--- config.mk ---
export PLATFORM = sky130hd
export DESIGN_NAME = score_char_encoder
export DESIGN_NICKNAME = d
export VERILOG_FILES = /design/src/rtl/score_char_encoder_pkg.sv /design/src/rtl/score_char_encoder_bcd_add3.sv /design/src/rtl/score_char_encoder.sv
export SDC_FILE = /design/constraint.sdc
export NUM_CORES = 1
export LEC_CHECK = 0
export CORE_MARGIN = 4
export CORE_UTILIZATION = 50
export DETAILED_ROUTE_END_ITERATION = 10
export GPL_TIMING_DRIVEN = 1
export MAX_ROUTING_LAYER = met4
export PLACE_DENSITY = 0.75
export SETUP_SLACK_MARGIN = 0.05
export SLEW_MARGIN = 20
export SYNTH_ARGS = -nofsm -noshare
export SYNTH_HDL_FRONTEND = slang
export SYNTH_SLANG_ARGS = --single-unit
--- constraint.sdc ---
create_clock -name clk -period 2.3 [get_ports clk]
set_clock_uncertainty 0.05 [all_clocks]
set_input_delay 0.69 -clock clk [delete_from_list [all_inputs] [get_ports clk]]
set_output_delay 0.69 -clock clk [all_outputs]
set_load 0.05 [all_outputs]
--- src/rtl/score_char_encoder_pkg.sv ---
// score_char_encoder_pkg: character codes, FSM states and glyph helper shared by the score encoder.
package score_char_encoder_pkg;

    localparam logic [5:0] CHAR_SPACE = 6'd36;
    localparam logic [5:0] CHAR_QMARK = 6'd63;

    typedef enum logic [1:0] {IDLE, SHIFT, FORMAT} state_t;

    // A digit nibble becomes its own code, or a space when it is a blanked leading zero.
    function automatic logic [5:0] digit_char(input logic [3:0] nibble, input logic blank);
        return blank ? CHAR_SPACE : {2'b00, nibble};
    endfunction

endpackage

--- src/rtl/score_char_encoder_bcd_add3.sv ---
// bcd_add3: double-dabble nibble correction, adds 3 when the nibble is 5 or more.
module bcd_add3 (
    input  logic [3:0] nibble,
    output logic [3:0] corrected
);

    assign corrected = (nibble >= 4'd5) ? nibble + 4'd3 : nibble;

endmodule

--- src/rtl/score_char_encoder.sv ---
// score_char_encoder: sequential binary-to-BCD conversion of a score into four glyph codes
// with optional leading-zero blanking; outputs only change on the final format step.
module score_char_encoder
    import score_char_encoder_pkg::*;
#(
    parameter int WIDTH = 10,
    parameter bit BLANK = 1'b1
) (
    input  logic             clk,
    input  logic             reset,
    input  logic             Start,
    input  logic [WIDTH-1:0] Score,
    output logic             Busy,
    output logic             Done,
    output logic [5:0]       Char0,
    output logic [5:0]       Char1,
    output logic [5:0]       Char2,
    output logic [5:0]       Char3
);

    localparam int         CW       = $clog2(WIDTH);
    localparam logic [5:0] RST_CHAR = BLANK ? CHAR_SPACE : 6'd0;

    state_t           state, state_next;
    logic [WIDTH-1:0] bin;
    logic [15:0]      bcd, bcd_adj;
    logic [CW-1:0]    cnt;
    logic             last_step;
    logic [3:1]       blank;

    for (genvar i = 0; i < 4; i++) begin : g_add3
        bcd_add3 u_add3 (
            .nibble   (bcd[4*i +: 4]),
            .corrected(bcd_adj[4*i +: 4])
        );
    end

    assign last_step = cnt == CW'(WIDTH - 1);
    assign Busy      = state != IDLE;

    // A nibble is blanked only if it and every nibble above it are zero.
    assign blank[3] = BLANK && (bcd[15:12] == 4'd0);
    assign blank[2] = blank[3] && (bcd[11:8] == 4'd0);
    assign blank[1] = blank[2] && (bcd[7:4] == 4'd0);

    always_ff @(posedge clk or posedge reset) begin
        if (reset) state <= IDLE;
        else       state <= state_next;
    end

    always_comb begin
        state_next = state;
        case (state)
            IDLE:    state_next = Start ? SHIFT : IDLE;
            SHIFT:   state_next = last_step ? FORMAT : SHIFT;
            default: state_next = IDLE;
        endcase
    end

    always_ff @(posedge clk or posedge reset) begin
        if (reset) begin
            bin   <= '0;
            bcd   <= '0;
            cnt   <= '0;
            Done  <= 1'b0;
            Char0 <= 6'd0;
            Char1 <= RST_CHAR;
            Char2 <= RST_CHAR;
            Char3 <= RST_CHAR;
        end else begin
            Done <= state == FORMAT;
            case (state)
                IDLE: begin
                    if (Start) begin
                        bin <= Score;
                        bcd <= '0;
                        cnt <= '0;
                    end
                end
                SHIFT: begin
                    {bcd, bin} <= {bcd_adj[14:0], bin, 1'b0};
                    cnt        <= cnt + 1'b1;
                end
                default: begin
                    Char0 <= digit_char(bcd[3:0], 1'b0);
                    Char1 <= digit_char(bcd[7:4], blank[1]);
                    Char2 <= digit_char(bcd[11:8], blank[2]);
                    Char3 <= digit_char(bcd[15:12], blank[3]);
                end
            endcase
        end
    end

endmodule

# --- Yosys cells after proc, flatten, opt, wreduce, memory -nomap -nowiden ---
# Index checks and enable logic that the tools add are counted.
totals:
  ff_bits: 55
  output_inout_bits: 26
  inputBits: 13
  wordCells: 48
op_classes:
  n_reduce_logical: 10
  muxes: 16
  add_sub_neg: 5
  n_eq_ne: 4
  n_lt_le_gt_ge: 4
ops:
  columns: ["op", "n"]
  rows:
  - ["16-bit case mux with 2 select lines", 1]
  - ["10-bit case mux with 2 select lines", 1]
  - ["6-bit two-way mux", 3]
  - ["4-bit by 3-bit greater-or-equal comparator with 1-bit output (second input constant)", 4]
  - ["16-bit two-way mux", 1]
  - ["4-bit two-way mux", 4]
  - ["4-bit by 2-bit adder with 4-bit output (second input constant)", 3]
  - ["4-bit zero test", 3]
  - ["10-bit two-way mux", 1]
  - ["4-bit case mux with 2 select lines", 1]
  - ["4-bit by 1-bit adder with 4-bit output (second input constant)", 1]
  - ["4-bit equality test (second input constant)", 1]
  - ["2-bit case mux with 2 select lines", 1]
  - ["2-bit nonzero test", 2]
  - ["3-bit by 2-bit adder with 3-bit output (second input constant)", 1]
  - ["3-bit two-way mux", 1]
  - ["2-bit by 1-bit equality test with 1-bit output (second input constant)", 1]
  - ["2-bit equality test (second input constant)", 1]
  - ["1-bit logical AND", 2]
  - ["2-bit zero test", 1]
  - ["2-bit two-way mux", 1]
  - ["2-bit != test (second input constant)", 1]
  - ["2-bit AND reduction", 1]
  - ["2-bit OR reduction", 1]
  - ["1-bit two-way mux", 1]

# --- Depth between registers and ports, before layout ---
# Gate-level depths: netlist (run 1).
depth:
  depth_word: 4
  ltp_mapped: 6
  mapped_depth_nobuf: 6

# --- By module ---
# Synthesis (run 1) repeated with hierarchy kept, for this count alone.
unflattened:
  cells_unflattened: 236
  area_unflattened_um2: 2598.7
by_module_without_submodules:
  columns: ["module", "cells_per_inst", "instances", "area_per_inst_um2", "seq_area_each_um2"]
  rows:
  - ["score_char_encoder", 172, 1, 2193.4, 1308.8]
  - ["bcd_add3", 16, 4, 101.3, 0.0]

# --- Worst setup path before layout (run 1) ---
# OpenSTA, ideal clock, no wires.
synth_path:
  path_type: "reg-to-output"
  startpoint: "register state[1]"
  endpoint: "output port Busy"
  n_path_buf: 1
  path_stages_with_launch: 3
  slack_ps: 513
  required_time_ps: 1560
  t_arrival_ps: 1047
  cell_sequence: "dfrtp_1 -> clkbuf_1 -> or2_2"
synth_via:
  elab_chain_len: 1
synth_rtl:
  columns: ["item", "line_no", "rtl"]
  rows:
  - ["start, declared", "score_char_encoder.sv:24", "state_t state, state_next;"]
  - ["start signal, assigned", "score_char_encoder.sv:48", "else state <= state_next;"]
  - ["2-bit nonzero test", "score_char_encoder.sv:39", "assign Busy = state != IDLE;"]
  - ["end, declared", "score_char_encoder.sv:13", "output logic Busy,"]
# Every way passes these cells.

# --- Final worst setup path (run 1) ---
layout_path:
  startpoint: "register Char3[3]"
  endpoint: "output port Char3[3]"
layout_rtl:
  columns: ["item", "line_no", "rtl"]
  rows:
  - ["start, declared", "score_char_encoder.sv:18", "output logic [5:0] Char3"]
  - ["start signal, assigned", "score_char_encoder.sv:88", "Char3 <= digit_char(bcd[15:12], blank[3]);"]
# No word-level cell between the ends.

==> results of run 1 <==
## flip-flops by register name, summed over array words and instances, names as in the netlist
name / cells
Char0: 4
Char1: 5
Char2: 5
Char3: 5
Done: 1
bcd: 16
bin: 10
cnt: 4
state: 2
## cell usage in the layout (no fill, tap or decap), types with 2 or more instances in the layout
cell type,n
nand3_1,3
o22ai_1,20
xnor2_1,4
and3_4,2
nor2_1,22
buf_12,2
o31ai_1,5
ha_1,12
a21oi_1,10
nor2b_1,2
mux2_2,10
dfstp_2,6
nor3b_1,3
nand2b_1,6
o21ai_0,7
mux2i_1,4
nor3_1,2
conb_1,5
a22o_1,5
nor3b_2,2
clkdlybuf4s50_1,20
dfrtp_1,46
a32o_1,4
clkbuf_8,6
buf_4,15
inv_1,16
dlymetal6s2s_1,5
nand2_1,14
## power groups by stage
stage / Sequential (mW) / Combinational, mW / Clock (mW)
finish: 1.63 / 2.28 / 0.533
global route: 1.70 / 2.51 / 0.591
CTS: 1.63 / 2.31 / 0.549
detailed placement: 1.65 / 2.30 / 0
global placement: 1.63 / 2.24 / 0
floorplan: 2.05 / 1.28 / 0
## final timing paths
kind                       cells after the start              endpoint            startpoint
hold / removal                                 2    bcd[0]$_DFFE_PP0P_    bin[9]$_DFFE_PP0P_
hold reg to reg                                2    bcd[0]$_DFFE_PP0P_    bin[9]$_DFFE_PP0P_
max in group asynchronous                      3  Char1[5]$_DFFE_PP1N_                 reset
setup reg to reg                               6  Char1[5]$_DFFE_PP1N_   bcd[12]$_DFFE_PP0P_
setup / recovery                               1              Char3[3]  Char3[3]$_DFFE_PP0N_
min in group asynchronous                      2  Char3[0]$_DFFE_PP0N_                 reset
## per-stage QoR
stage | utilization | hold WS, ns | power [mW] | setup slack, ns
final | 0.629 | 0.427 | 4.45 | 0.101
after detailed placement | 0.607 | 0.412 | 3.94 | 0.0967
after floorplan | - | 0.396 | 3.33 | 0.312
after global routing | 0.629 | 0.464 | 4.80 | 0.0508
after global placement | 0.607 | 0.409 | 3.87 | 0.122
after CTS | 0.627 | 0.432 | 4.49 | 0.0782
## worst register-to-register path, stage by stage (launching register included)
cell and delay (ns):
dfrtp_1 0.41, inv_1 0.12, ha_1 0.25, nor3b_2 0.30, and3_4 0.27, and3_4 0.20
mux2_2 0.14
## cell type report
class | count | share of cell area
Multi-Input combinational cell | 149 | 0.343
Inverter | 17 | 0.0213
Tap cell | 67 | 0.0280
Clock inverter | 1 | 0.00251
Timing Repair Buffer | 42 | 0.139
Sequential cell | 52 | 0.437
Clock buffer | 7 | 0.0289
## cells by family after synthesis
kind of cell    Yosys count  share of synthesized area
fa+ha+maj                12                     0.0608
mux                      14                     0.0618
buf+inv                  31                     0.0613
simple gates             60                      0.128
xor+xnor                  4                     0.0142
other cells               1                    0.00152
compound gates           54                      0.143
flops                    52                      0.530
## routing by layer
metal | track usage | part of all wire | vias up
met1 | 0.206 | 0.46 | 848
met5 | - | 0 | -
met2 | 0.265 | 0.48 | 34
met4 | 0.0559 | 0.014 | 0
met3 | 0.0367 | 0.047 | 5
li1 | - | - | 857
==> reports/metrics.yaml, run 1 <==
global_route:
  antenna_found_initial: 0
  grt_max_degree: 31
  grt_usage: 0.164
  grt_pass1_wl_microns: 7800
  grt.overflow.total: 0
  first_global_vias: 1669
clocking:
  cts_tree: "built"
  holdBufCountCts: 0
  cts.repair.resized: 0
  cts.reportedPaths.clkPinSlew_ns: 0.09
  root_buffer: "clkbuf_8"
  post_cts_buffers: 0
  htree_levels: 2
  numClockSinks: 52
  insertion_delay_ns: 0.30
  cts_buffer_depth: 2
  cts_made_buffers: 5
layout:
  design_area_sq_um: 2990
  final_nets: 292
  multi_input_area_sq_um: 1030
  fill_cells: 420
  num_antenna_cells: 0
  fin_cells: 335
  areaGrowthSynthToFinish_pct: 21.1
  seq_area_sq_um: 1310
  layout-drive-gt1-share: 0.179
timing:
  drv_slew: 0
  hold_viol: 0
  slew_headroom: 0.607
  max_freq_mhz: 455
  min_period_ns: 2.20
  rsz0062_at_grt: "no"
  setup_viol: 0
  setup_tns_ns: 0
  finalCritPeriodShare: 0.956
  worstMarginPinSlew_ns: 0.588
power_and_ir_drop:
  seq_power_share: 0.367
  leakagePower_nw: 1.41
  p_sw_frac: 0.434
  ir_drop_uv: 708
  internal-power_mw: 2.51
  p_switching_mw: 1.93
  powerDensity_nw_per_um2: 1490
  power_frac_comb: 0.513
  clkPwrFrac: 0.120
die:
  die-area_sq_um: 6130
  core-area_sq_um: 4750
  rows: 25
  initial_core_util: 0.520
  die_w_microns: 78.3
  die_h_microns: 78.3
  ioPinCount: 39
critical_path:
  worst_setup_path_end_kind: "primary output"
  crit_path_max_incr_delay_ns: 0.80
  path_max_fanout: 2
  worstPathCellList: "clkdlybuf4s50_1"
  arrival_ns: 1.46
  crit_slowest_cell: "clkdlybuf4s50_1"
  cp_top_family: "buffers and inverters"
  r2r_slack_ns: 0.51
  cp.buffers_inverters: 1
  critical_path_required_ns: 1.56
  path_class: "register to primary output"
  startpoint_type: "register"
logic_synthesis:
  synth.most_common_cell: "dfrtp_1"
  ys_ff_latch: 52
  syn_inst: 228
  ys.flop_type: "dfrtp_1"
  yosys.area.top_type_share: 0.466
  synth_area_sq_um: 2470
  synth_area_leader_cell: "dfrtp_1"
  synth_async_sr_flop_share: 1.00
  synth_edf_count: 0
  yosysUniqueCellTypes: 34
  netlist_top_cells_area: "dfrtp_1 47%, dfstp_2 6.4%, ha_1 6.1%, o22ai_1 5.1%, mux2_2 4.6%"
  syn_area_per_cell_sq_um: 10.8
  synthTopCellsByCount: "46 x dfrtp_1, 22 x nor2_1, 20 x o22ai_1"
  ys_seq_area_frac: 0.530
  synth_warnings: 0
min_path:
  min_path_type: "register to register"
routing:
  ant_nets: 0
  wirelength_microns: 4540
  wire_per_inst_microns: 13.5
  drc: 0
  vias: 1744
  drtIter0Drc: 126
  viasPerCell: 5.21
  firstDrtPassIters: 5
placed_design:
  dpl_cell_area_sq_um: 2890
  gp_congestion: 0.794
  dp.cells: 327
  post-dp-hpwl_microns: 3150
  portBuffers: 33
run:
  drv_cap: 0
status:
  status: "completed"
(Power assumes the default switching activity.)
==> run 2: changes to the inputs <==
Settings changed: ABC_AREA from default to 1.
==> reports/metrics.yaml, run 2 <==
timing:
  hold_viol: 0
  setup_tns_ns: 0
  setup_viol: 0
  min_period_ns: 2.21
  drv_slew: 0
  max_freq_mhz: 453
  finalCritPeriodShare: 0.960
  rsz0062_at_grt: "no"
  worstMarginPinSlew_ns: 0.515
  slew_headroom: 0.656
global_route:
  grt_usage: 0.176
  grt_pass1_wl_microns: 8680
  first_global_vias: 1936
  antenna_found_initial: 0
  grt_max_degree: 53
  grt.overflow.total: 0
min_path:
  min_from: "Char2[5]$_DFFE_PP1N_"
  min_path_type: "register to register"
  worst_hold_path.endpoint: "Char2[5]$_DFFE_PP1N_"
  whs_path_depth: 2
placed_design:
  dpl_cell_area_sq_um: 3000
  post-dp-hpwl_microns: 3520
  portBuffers: 33
  gp_congestion: 0.819
die:
  die-area_sq_um: 6470
  core-area_sq_um: 5110
  rows: 26
  die_h_microns: 80.5
  die_w_microns: 80.5
  initial_core_util: 0.514
  ioPinCount: 39
logic_synthesis:
  synth_area_sq_um: 2630
  synth_warnings: 0
  syn_area_per_cell_sq_um: 8.08
  yosys.area.top_type_share: 0.439
  synth_edf_count: 0
  synth.most_common_cell: "nand2_1"
  ys_seq_area_frac: 0.499
  synth_async_sr_flop_share: 1.00
  yosysUniqueCellTypes: 23
  synth_area_leader_cell: "dfrtp_1"
  synthTopCellsByCount: "106 x nand2_1, 46 x dfrtp_1, 38 x inv_1"
  netlist_top_cells_area: "dfrtp_1 44%, nand2_1 15%, dfstp_2 6.0%, o21ai_0 5.9%, ha_1 5.7%"
  ys_ff_latch: 52
  ys.flop_type: "dfrtp_1"
  syn_inst: 325
status:
  status: "completed"
power_and_ir_drop:
  power_frac_comb: 0.546
  internal-power_mw: 2.46
  p_switching_mw: 2.29
  p_sw_frac: 0.482
  ir_drop_uv: 904
  leakagePower_nw: 1.67
  fin_total_pwr_mw: 4.75
  powerDensity_nw_per_um2: 1530
  clkPwrFrac: 0.114
  seq_power_share: 0.340
layout:
  top_register: "bcd"
  final_cell_mix: "106 x nand2_1, 46 x dfrtp_1, 37 x inv_1"
  areaGrowthSynthToFinish_pct: 18.5
  final_common_cell: "nand2_1"
  reg_top3: "bcd (16), bin (10)"
  fill_cells: 452
  layout-drive-gt1-share: 0.0861
  num_antenna_cells: 0
  largest_register_ffs: 16
  design_area_sq_um: 3110
  final_nets: 384
clocking:
  cts_buffer_depth: 2
  cts_made_buffers: 5
  cts.reportedPaths.clkPinSlew_ns: 0.08
  holdBufCountCts: 0
  root_buffer: "clkbuf_8"
  cts_tree: "built"
  numClockSinks: 52
  htree_levels: 2
  insertion_delay_ns: 0.31
routing:
  wirelength_microns: 4950
  met1_length_microns: 2400
  highest_layer: "met4"
  firstDrtPassIters: 5
  drc: 0
  viasPerCell: 4.92
  wl_met2_microns: 2210
  vias: 2114
  route.met3.wl_microns: 274
  drtIter0Drc: 158
  wire_per_inst_microns: 11.5
  ant_nets: 0
critical_path:
  startpoint_type: "register"
  r2r_slack_ns: 0.71
  critical_path_required_ns: 1.56
  crit_slowest_cell: "clkdlybuf4s50_1"
  path_class: "register to primary output"
  path_depth: 1
  worst_setup_path_end_kind: "primary output"
  r2r_start: "bcd[12]$_DFFE_PP0P_"
  cp.buffers_inverters: 1
  r2r_cells: 7
  worstPathCellList: "clkdlybuf4s50_1"
  worstReg2RegEnd: "Char1[1]$_DFFE_PP0N_"
  path_max_fanout: 2
  cp_top_family: "buffers and inverters"
  crit_path_max_incr_delay_ns: 0.80
  arrival_ns: 1.47
run:
  drv_cap: 0
run 2: area by class of cell:
| cell class | instances | area, sq um | share of cell area |
|---|---|---|---|
| sequential | 52 | 1310 | 0.421 |
| multi-input combinational | 221 | 1080 | 0.347 |
| timing repair buffer | 37 | 388 | 0.125 |
| inverter | 42 | 158 | 0.0507 |
| clock buffer | 8 | 90.1 | 0.0290 |
| tap | 70 | 87.6 | 0.0281 |
run 2: kinds of logic after synthesis:
| group | after synthesis | share of synthesized area |
|---|---|---|
| AO/OA/AOI/OAI | 50 | 0.0972 |
| adder cells (fa/ha/maj) | 12 | 0.0572 |
| buffers and inverters | 56 | 0.0958 |
| flip-flops | 52 | 0.499 |
| other | 1 | 0.00143 |
| AND/OR/NAND/NOR | 154 | 0.250 |
run 2: how the worst max path moves through the flow:
stage                                       to                  from  slack, ns
after CTS                             Char3[3]  Char3[3]$_DFFE_PP0N_       0.07
after floorplan           Char0[0]$_DFFE_PP0N_                 reset       0.31
after global placement      bin[9]$_DFFE_PP0P_                 Start       0.38
after global routing                  Char2[1]  Char2[1]$_DFFE_PP0N_       0.05
final                                 Char1[3]  Char1[3]$_DFFE_PP0N_       0.09
after detailed placement    bin[9]$_DFFE_PP0P_                 Start       0.34
run 2: stage by stage:
| stage | hold WS [ns] | cells | setup WS [ns] | util |
|---|---|---|---|---|
| 3_3_place_gp | 0.408 | 422 | 0.380 | 0.588 |
| 2_1_floorplan | 0.399 | 329 | 0.312 | - |
| 5_1_grt | 0.433 | 430 | 0.0525 | 0.609 |
| 6_report | 0.418 | 430 | 0.0916 | 0.609 |
| 3_5_place_dp | 0.407 | 422 | 0.345 | 0.588 |
| 4_1_cts | 0.422 | 430 | 0.0657 | 0.605 |
run 2: timing repair:
action / 4_1_cts / 5_1_grt
setup endpoints to repair: 0 / 8
gates resized for setup: 0 / 8
buffers inserted: 0 / 0
run 2: per-layer routing:
layer  vias up  GRT usage
met5         -          -
met4         0     0.0591
met3         7     0.0493
met2        52      0.267
met1       962      0.228
li1       1093          -
run 2: power groups by stage:
stage,Combinational [mW],Sequential [mW],Clock [mW]
final,2.60,1.62,0.540
after global routing,2.93,1.68,0.594
after CTS,2.62,1.62,0.553
after detailed placement,2.62,1.64,0
after global placement,2.54,1.63,0
after floorplan,1.52,2.08,0
==> run 3: changes to the inputs <==
Settings changed: SLEW_MARGIN 20 to 10.
==> results of run 3 <==
Final layout, timing and power as in run 2 (identical DEF).
